**config.mk**
```make
export PLATFORM = sky130hd
export DESIGN_NAME = w_value_ram_reader
export DESIGN_NICKNAME = d
export VERILOG_FILES = /design/src/rtl/w_value_ram_reader.sv
export SDC_FILE = /design/constraint.sdc
export NUM_CORES = 1
export LEC_CHECK = 0
export BUFFER_PORTS_ARGS = -buffer_cell sky130_fd_sc_hd__buf_2
export CORE_ASPECT_RATIO = 0.8
export CORE_UTILIZATION = 40
export DETAILED_ROUTE_END_ITERATION = 10
export SKIP_CTS_REPAIR_TIMING = 1
export SYNTH_ARGS = -nofsm -noshare
export SYNTH_HDL_FRONTEND = slang
export SYNTH_SLANG_ARGS = --single-unit
```
**constraint.sdc**
```tcl
create_clock -name clk -period 4.85 [get_ports clk]
set_input_delay 0.485 -clock clk [delete_from_list [all_inputs] [get_ports clk]]
set_output_delay 0.485 -clock clk [all_outputs]
set_load 0.02 [all_outputs]
```
**src/rtl/w_value_ram_reader.sv**
```systemverilog
// w_value_ram_reader
//   Read-side sequencer for the w-value RAM. On an accepted start it streams
//   `count` consecutive words beginning at `base_addr` to a valid/ready
//   consumer. It absorbs the RAM's one-cycle registered-read latency with a
//   one-bit in-flight tracker and a 2-entry output FIFO.
//   Optional feature macro: W_READER_CHECKSUM_EN adds the `checksum` output.
module w_value_ram_reader #(
    parameter int DATA_WIDTH = 8,
    parameter int ADDR_WIDTH = 7
) (
    input  logic                  clk,
    input  logic                  reset,
    input  logic                  start,
    input  logic [ADDR_WIDTH-1:0] base_addr,
    input  logic [ADDR_WIDTH:0]   count,
    input  logic [DATA_WIDTH-1:0] ram_q,
    output logic [ADDR_WIDTH-1:0] ram_raddr,
    output logic                  ram_en,
    output logic [DATA_WIDTH-1:0] out_data,
    output logic                  out_valid,
    input  logic                  out_ready,
    output logic                  busy,
    output logic                  done
`ifdef W_READER_CHECKSUM_EN
   ,output logic [DATA_WIDTH-1:0] checksum
`endif
);

    localparam logic [1:0] S_IDLE  = 2'd0;
    localparam logic [1:0] S_RUN   = 2'd1;
    localparam logic [1:0] S_DRAIN = 2'd2;

    localparam logic [ADDR_WIDTH-1:0] ADDR_ONE = 1;
    localparam logic [ADDR_WIDTH:0]   CNT_ONE  = 1;

    // Sequencer state
    logic [1:0]            r_state;
    logic [ADDR_WIDTH-1:0] r_addr;
    logic [ADDR_WIDTH:0]   r_remaining;
    logic                  r_inflight;
    logic                  r_done;

    // Output FIFO
    logic [DATA_WIDTH-1:0] r_mem [2];
    logic                  r_wr_ptr;
    logic                  r_rd_ptr;
    logic [1:0]            r_occ;

    // Combinational handshake / issue decisions
    logic       w_pop;
    logic       w_push;
    logic [1:0] w_occ_after_pop;
    logic [2:0] w_slots_used;
    logic       w_issue;
    logic [1:0] w_occ_next;

    // Issue decision: occupancy is counted after this cycle's pop, so a
    // word leaving the buffer frees its slot in the same cycle. That is what
    // sustains one word per cycle with out_ready held high.
    always_comb begin
        w_pop           = (r_occ != 2'd0) && out_ready;
        w_push          = r_inflight;
        w_occ_after_pop = r_occ - {1'b0, w_pop};
        w_slots_used    = {1'b0, w_occ_after_pop} + {2'b00, r_inflight};
        w_issue         = (r_state == S_RUN) && (w_slots_used < 3'd2);
        w_occ_next      = w_occ_after_pop + {1'b0, w_push};
    end

    assign ram_en    = w_issue;
    assign ram_raddr = r_addr;
    assign out_valid = (r_occ != 2'd0);
    assign out_data  = r_mem[r_rd_ptr];
    assign busy      = (r_state != S_IDLE);
    assign done      = r_done;

    // Burst sequencing: accept start, advance address per issue, drain, pulse done
    always_ff @(posedge clk or posedge reset) begin
        if (reset) begin
            r_state     <= S_IDLE;
            r_addr      <= '0;
            r_remaining <= '0;
            r_inflight  <= 1'b0;
            r_done      <= 1'b0;
        end else begin
            r_done     <= 1'b0;
            r_inflight <= w_issue;
            case (r_state)
                S_IDLE: begin
                    if (start) begin
                        if (count != '0) begin
                            r_state     <= S_RUN;
                            r_addr      <= base_addr;
                            r_remaining <= count;
                        end else begin
                            r_done <= 1'b1;
                        end
                    end
                end
                S_RUN: begin
                    if (w_issue) begin
                        r_addr      <= r_addr + ADDR_ONE;
                        r_remaining <= r_remaining - CNT_ONE;
                        if (r_remaining == CNT_ONE) begin
                            r_state <= S_DRAIN;
                        end
                    end
                end
                S_DRAIN: begin
                    // Nothing is issued here, so an empty next-state buffer
                    // also means nothing is left in flight.
                    if (w_occ_next == 2'd0) begin
                        r_state <= S_IDLE;
                        r_done  <= 1'b1;
                    end
                end
                default: r_state <= S_IDLE;
            endcase
        end
    end

    // Output FIFO: capture RAM data one cycle after issue, release on handshake
    always_ff @(posedge clk or posedge reset) begin
        if (reset) begin
            r_mem[0] <= '0;
            r_mem[1] <= '0;
            r_wr_ptr <= 1'b0;
            r_rd_ptr <= 1'b0;
            r_occ    <= 2'd0;
        end else begin
            if (w_push) begin
                r_mem[r_wr_ptr] <= ram_q;
                r_wr_ptr        <= ~r_wr_ptr;
            end
            if (w_pop) begin
                r_rd_ptr <= ~r_rd_ptr;
            end
            r_occ <= w_occ_next;
        end
    end

`ifdef W_READER_CHECKSUM_EN
    logic [DATA_WIDTH-1:0] r_checksum;

    // Running modular sum of accepted words; restarts on every accepted start
    always_ff @(posedge clk or posedge reset) begin
        if (reset) begin
            r_checksum <= '0;
        end else if ((r_state == S_IDLE) && start) begin
            r_checksum <= '0;
        end else if (w_pop) begin
            r_checksum <= r_checksum + out_data;
        end
    end

    assign checksum = r_checksum;
`endif

endmodule

```
==> flow_summary.yaml, run 1 <==
logic_synthesis:
  avgSynthCellArea_um2: 10.2
  syn_inst: 203
  async_flop_share_pct: 100
  synth_top_cell_area_share_pct: 47.2
  yosysMostFrequentCell: "dfrtp_1"
  synth_warnings: 0
  synth_nets: 236
  netlist-cell-type-count: 43
  synth_area_um2: 2070
  synth_top_area_cell: "dfrtp_1"
  synth_seq_cells: 39
  synthTopCellsByCount: "39 x dfrtp_1, 24 x mux2_2, 16 x nand2_1, 15 x nor2_1, 11 x inv_1"
  synthTopCellsByArea: "dfrtp_1 47%, mux2_2 13%, ha_1 3.6%, nand2_1 2.9%, nor2_1 2.7%"
  yosysSeqAreaShare_pct: 47.2
  synth_top_flop_cell: "dfrtp_1"
  synth_edf_count: 0
setup_path:
  reg2reg_to: "r_remaining[5]$_DFFE_PP0P_"
  worstPathArrival_ps: 2800
  worst-setup-path-type: "flop to output pin"
  worstPathMaxFanout: 12
  r2r_start: "r_occ[0]$_DFF_PP0_"
  crit_path_start_kind: "flop"
  reg2reg_slack_ps: 1930
  end_kind: "output pin"
  worst-r2r-cell-count: 11
  cp_data_required_time_ps: 4370
route:
  drc_errors: 0
  vias: 1677
  routed_wl_um: 4550
  viasPerCell: 5.41
  drt_iter0_markers: 165
  antenna_left: 0
  drt_first_pass_iters: 4
  wl_per_cell_um: 14.7
sta:
  final.setup_skew_ps: 8.16
  rsz0062_at_grt: "no"
  finalSetupViolCount: 0
  period_share_pct: 67.8
  finalCriticalPeriod_ps: 3290
  drv_slew: 0
  final.setup.tns_ps: 0
  slew-limit-headroom_pct: 54.0
  fmax_mhz: 304
  worst_slack_ps: 1560
  worst_slew_pin_slew_ps: 688
  hold_viol: 0
clock_network:
  clock-root-buffer: "clkbuf_8"
  tritoncts: "done"
  clk_path_buf_depth: 2
  cts.htree.levels: 2
  cts_buffers: 5
  cts_num_sinks: 39
  worstSkewPairLatency_ps: 280
  path_clk_slew_ps: 80
global_route:
  use_met1_pct: 28.6
  grt_pass1_wl_um: 7580
  grt_start_max_net_pins: 40
  grtUsageMet3_pct: 3.72
  busiest_layer: "met1"
  antenna_found_initial: 0
  use_met2_pct: 26.3
  grt_pass1_vias: 1549
  gr-total-overflow: 0
  gr-usage-all-layers_pct: 18.7
place:
  dp_slack_ps: 1860
  dpl.hpwl_um: 3320
  place.port_buffers: 45
  place_congestion: 0.764
finish:
  num_antenna_cells: 0
  multi_input_area_um2: 1010
  synthToLayoutAreaGrowth_pct: 20.0
  nets: 280
  drive_gt1_share_pct: 34.3
  fill_cells: 481
  seqCellArea_um2: 976
worst_hold_path:
  hold_path.class: "input pin to asynchronous set/reset pin"
power:
  ir_drop_mv: 0.306
  power_density_nw_per_um2: 783
  leakage_uw: 0.00115
floorplanning:
  ios: 46
  fp.coreArea_um2: 4980
  die-area_um2: 5460
  die_w_um: 82.4
  num_rows: 23
  start_util_pct: 41.5
  die_h_um: 66.3
job:
  drv_cap: 0
outcome:
  status: "complete, no violations"
final cells by class:
class | instances | share of cell area, %
multi-input cells | 142 | 40.6
flip-flops and latches | 39 | 39.3
repair buffers | 48 | 9.98
inverters | 11 | 1.66
well taps | 62 | 3.13
clock buffers | 6 | 2.92
clock inverters | 2 | 2.42
per-stage QoR:
stage	utilization (%)	hold WS, ps	std cells	instance area (um^2)	power [uW]
2_1_floorplan	-	454	203	2070	1360
3_3_place_gp	47.2	467	302	2350	1620
3_5_place_dp	47.2	478	302	2350	1640
4_1_cts	49.9	322	310	2480	1960
5_1_grt	49.9	364	310	2480	2110
6_report	49.9	312	310	2480	1940
cell families (layout without fill, tap and decap cells):
group	count (synthesis)	in the layout	share of synthesized area, %
multiplexers	28	28	15.0
XOR/XNOR	3	3	1.27
AND/OR/NAND/NOR	64	64	15.0
adder cells (fa/ha/maj)	6	6	3.63
flip-flops	39	39	47.2
buffers and inverters	22	67	4.11
AO/OA/AOI/OAI	41	41	13.8
critical path: stages (launching register included):
cell and delay, ps:
dfrtp_1 370, or2_2 300, and2_1 190, ha_1 270
inv_1 40, ha_1 160, inv_1 50, ha_1 240
mux2i_1 140, nor2_1 120, buf_4 190, nand2_1 100
nor2_1 170, buf_2 200
worst max-delay path by stage:
stage | startpoint | endpoint | cells past startpoint
global placement | r_occ[0]$_DFF_PP0_ | ram_en | 13
global route | r_occ[0]$_DFF_PP0_ | ram_en | 13
finish | r_occ[0]$_DFF_PP0_ | ram_en | 13
detailed placement | r_occ[0]$_DFF_PP0_ | ram_en | 13
CTS | r_occ[0]$_DFF_PP0_ | ram_en | 13
floorplan | r_occ[0]$_DFF_PP0_ | ram_en | 12
layer usage:
| layer | vias to the layer above | part of all wire [%] |
|---|---|---|
| met5 | - | 0 |
| met1 | 811 | 51 |
| met2 | 45 | 44 |
| met3 | 4 | 4.9 |
| li1 | 817 | - |
| met4 | 0 | 0.66 |
state kept, by name (all words and copies together), names as in the netlist:
name	flops
ram_raddr	7
r_inflight	1
r_rd_ptr	1
r_occ	2
r_mem	16
done	1
r_wr_ptr	1
r_remaining	8
r_state	2
cell usage in the layout, fill, tap and decap left out, drive strengths merged, types with 2 or more instances in the layout:
cell / netlist / layout
a31oi: 4 / 4
o32ai: 2 / 2
nand2: 16 / 16
a32oi: 2 / 2
mux2i: 4 / 4
nand4: 3 / 3
mux2: 24 / 24
buf: 1 / 48
inv: 11 / 11
dfrtp: 39 / 39
nand2b: 4 / 4
a21oi: 10 / 10
a221oi: 2 / 2
nor3: 4 / 4
a31o: 3 / 3
a22o: 2 / 2
nor2: 16 / 16
or2: 3 / 3
clkbuf: 10 / 6
nand3: 9 / 9
o21ai: 5 / 5
nor2b: 3 / 3
ha: 6 / 6
or4: 2 / 2
xor2: 2 / 2
o22ai: 2 / 2
bufinv: 0 / 2
power breakdown:
part / total, uW / leakage, uW / internal, uW / switching [uW]
clock network: 317 / 0.0000654 / 206 / 112
logic: 1010 / 0.000623 / 442 / 566
registers: 618 / 0.000464 / 484 / 134
No activity file was read; power rests on OpenSTA's default activity.
==> run 2, diff against run 1 <==
==> constraint.sdc (replaced) <==
create_clock -name clk -period 2.73 [get_ports clk]
set_input_delay 0.273 -clock clk [delete_from_list [all_inputs] [get_ports clk]]
set_output_delay 0.273 -clock clk [all_outputs]
set_load 0.02 [all_outputs]
==> flow_summary.yaml, run 2 (synthesized netlist as in run 1, its figures left out) <==
power:
  ir_drop_mv: 0.568
  power_density_nw_per_um2: 1440
  finalPower_uw: 3730
  leakage_uw: 0.00119
setup_path:
  worstPathArrival_ps: 2280
  crit_path_start_kind: "flop"
  end_kind: "output pin"
  r2r_start: "r_occ[0]$_DFF_PP0_"
  cp_data_required_time_ps: 2460
  slowest_stage: "dfrtp_1"
  worst-setup-path-type: "flop to output pin"
  crit_start: "r_occ[0]$_DFF_PP0_"
  max_stage_delay_ps: 380
  worstPathMaxFanout: 3
  worstPathCellList: "or2_4 > and2_4 > ha_1 > inv_1 > ha_2 > inv_2 > ha_4 > mux2i_4 > nor2_2 > nand2_2 > nor2_4 > buf_6"
  reg2reg_slack_ps: 260
clock_network:
  tritoncts: "done"
  clk_path_buf_depth: 2
  cts.htree.levels: 2
  cts_num_sinks: 39
  path_clk_slew_ps: 80
  worstSkewPairLatency_ps: 290
  cts_buffers: 5
  clock-root-buffer: "clkbuf_8"
sta:
  final.setup.tns_ps: 0
  fmax_mhz: 391
  drv_slew: 0
  rsz0062_at_grt: "no"
  finalCriticalPeriod_ps: 2560
  final.setup_skew_ps: 3.87
  hold_viol: 0
  worst_slew_pin_slew_ps: 687
  slew-limit-headroom_pct: 54.2
  finalSetupViolCount: 0
  period_share_pct: 93.6
floorplanning:
  die-area_um2: 5460
  start_util_pct: 41.5
  die_h_um: 66.3
  die_w_um: 82.4
  fp.coreArea_um2: 4980
  num_rows: 23
  ios: 46
route:
  drt_first_pass_iters: 4
  antenna_left: 0
  drt_iter0_markers: 61
  viasPerCell: 5.28
  routed_wl_um: 4720
  drc_errors: 0
  wl_per_cell_um: 14.9
  vias: 1673
finish:
  post-route-util_pct: 51.9
  layout_commonest_cell: "buf_2"
  drive_gt1_share_pct: 39.2
  largest_register_ffs: 16
  top_register: "r_mem"
  nets: 287
  final_cell_mix: "44 x buf_2, 39 x dfrtp_1, 24 x mux2_2, 15 x nand2_1, 13 x nor2_1"
  stdcell_count: 317
  final_area_um2: 2590
  num_antenna_cells: 0
  synthToLayoutAreaGrowth_pct: 25.0
place:
  dp_cells: 307
  dpl-instance-area_um2: 2390
  place_congestion: 0.802
  dpl.hpwl_um: 3260
  place.port_buffers: 45
global_route:
  grt_start_max_net_pins: 40
  antenna_found_initial: 0
  grt_pass1_vias: 1494
  gr-total-overflow: 0
  gr-usage-all-layers_pct: 18.7
  grt_pass1_wl_um: 7340
worst_hold_path:
  hold_path.class: "input pin to asynchronous set/reset pin"
outcome:
  status: "complete, no violations"
job:
  drv_cap: 0
-- run 2: power breakdown --
| group | internal (uW) | switching (uW) | total, uW | leakage [uW] |
|---|---|---|---|---|
| Sequential | 860 | 248 | 1110 | 0.000464 |
| Combinational | 984 | 1070 | 2050 | 0.000659 |
| Clock | 365 | 208 | 574 | 0.0000654 |
| Total | 2210 | 1520 | 3730 | 0.00119 |
-- run 2: final timing paths --
path,cells after the start,to
max,12,ram_en
min,3,r_mem[8]$_DFFE_PP0P_
max reg2reg,11,r_remaining[6]$_DFFE_PP0P_
min reg2reg,1,r_wr_ptr$_DFFE_PP0P_
max in group asynchronous,3,r_remaining[6]$_DFFE_PP0P_
min in group clk,2,r_mem[4]$_DFFE_PP0P_
-- run 2: through the flow --
step                setup slack, ps  hold WS [ps]
finish                          174          75.2
global route                   17.2           111
CTS                            -101           101
detailed placement             20.4           425
global placement                161           427
floorplan                      41.7           424
-- run 2: layer usage --
layer / GRT usage (%) / part of all wire [%]
met5: 0 / 0
met4: 7.46 / 1.2
met3: 5.10 / 5.0
met2: 27.8 / 44
met1: 25.5 / 50
-- run 2: critical path: cells and delay by family, from the launching register on --
| family | cells | cell delay (ps) |
|---|---|---|
| adders and majority gates | 3 | 550 |
| buffers and inverters | 3 | 230 |
| DFF | 1 | 380 |
| muxes | 1 | 70 |
| and+or+nand+nor | 5 | 760 |
-- run 2: cell type report --
cell class | instances | area (um^2)
Inverter | 11 | 41.3
Tap cell | 62 | 77.6
Fill cell | 476 | 2390
Clock inverter | 2 | 60.1
Multi-Input combinational cell | 142 | 1050
Sequential cell | 39 | 976
Clock buffer | 6 | 72.6
Timing Repair Buffer | 55 | 307
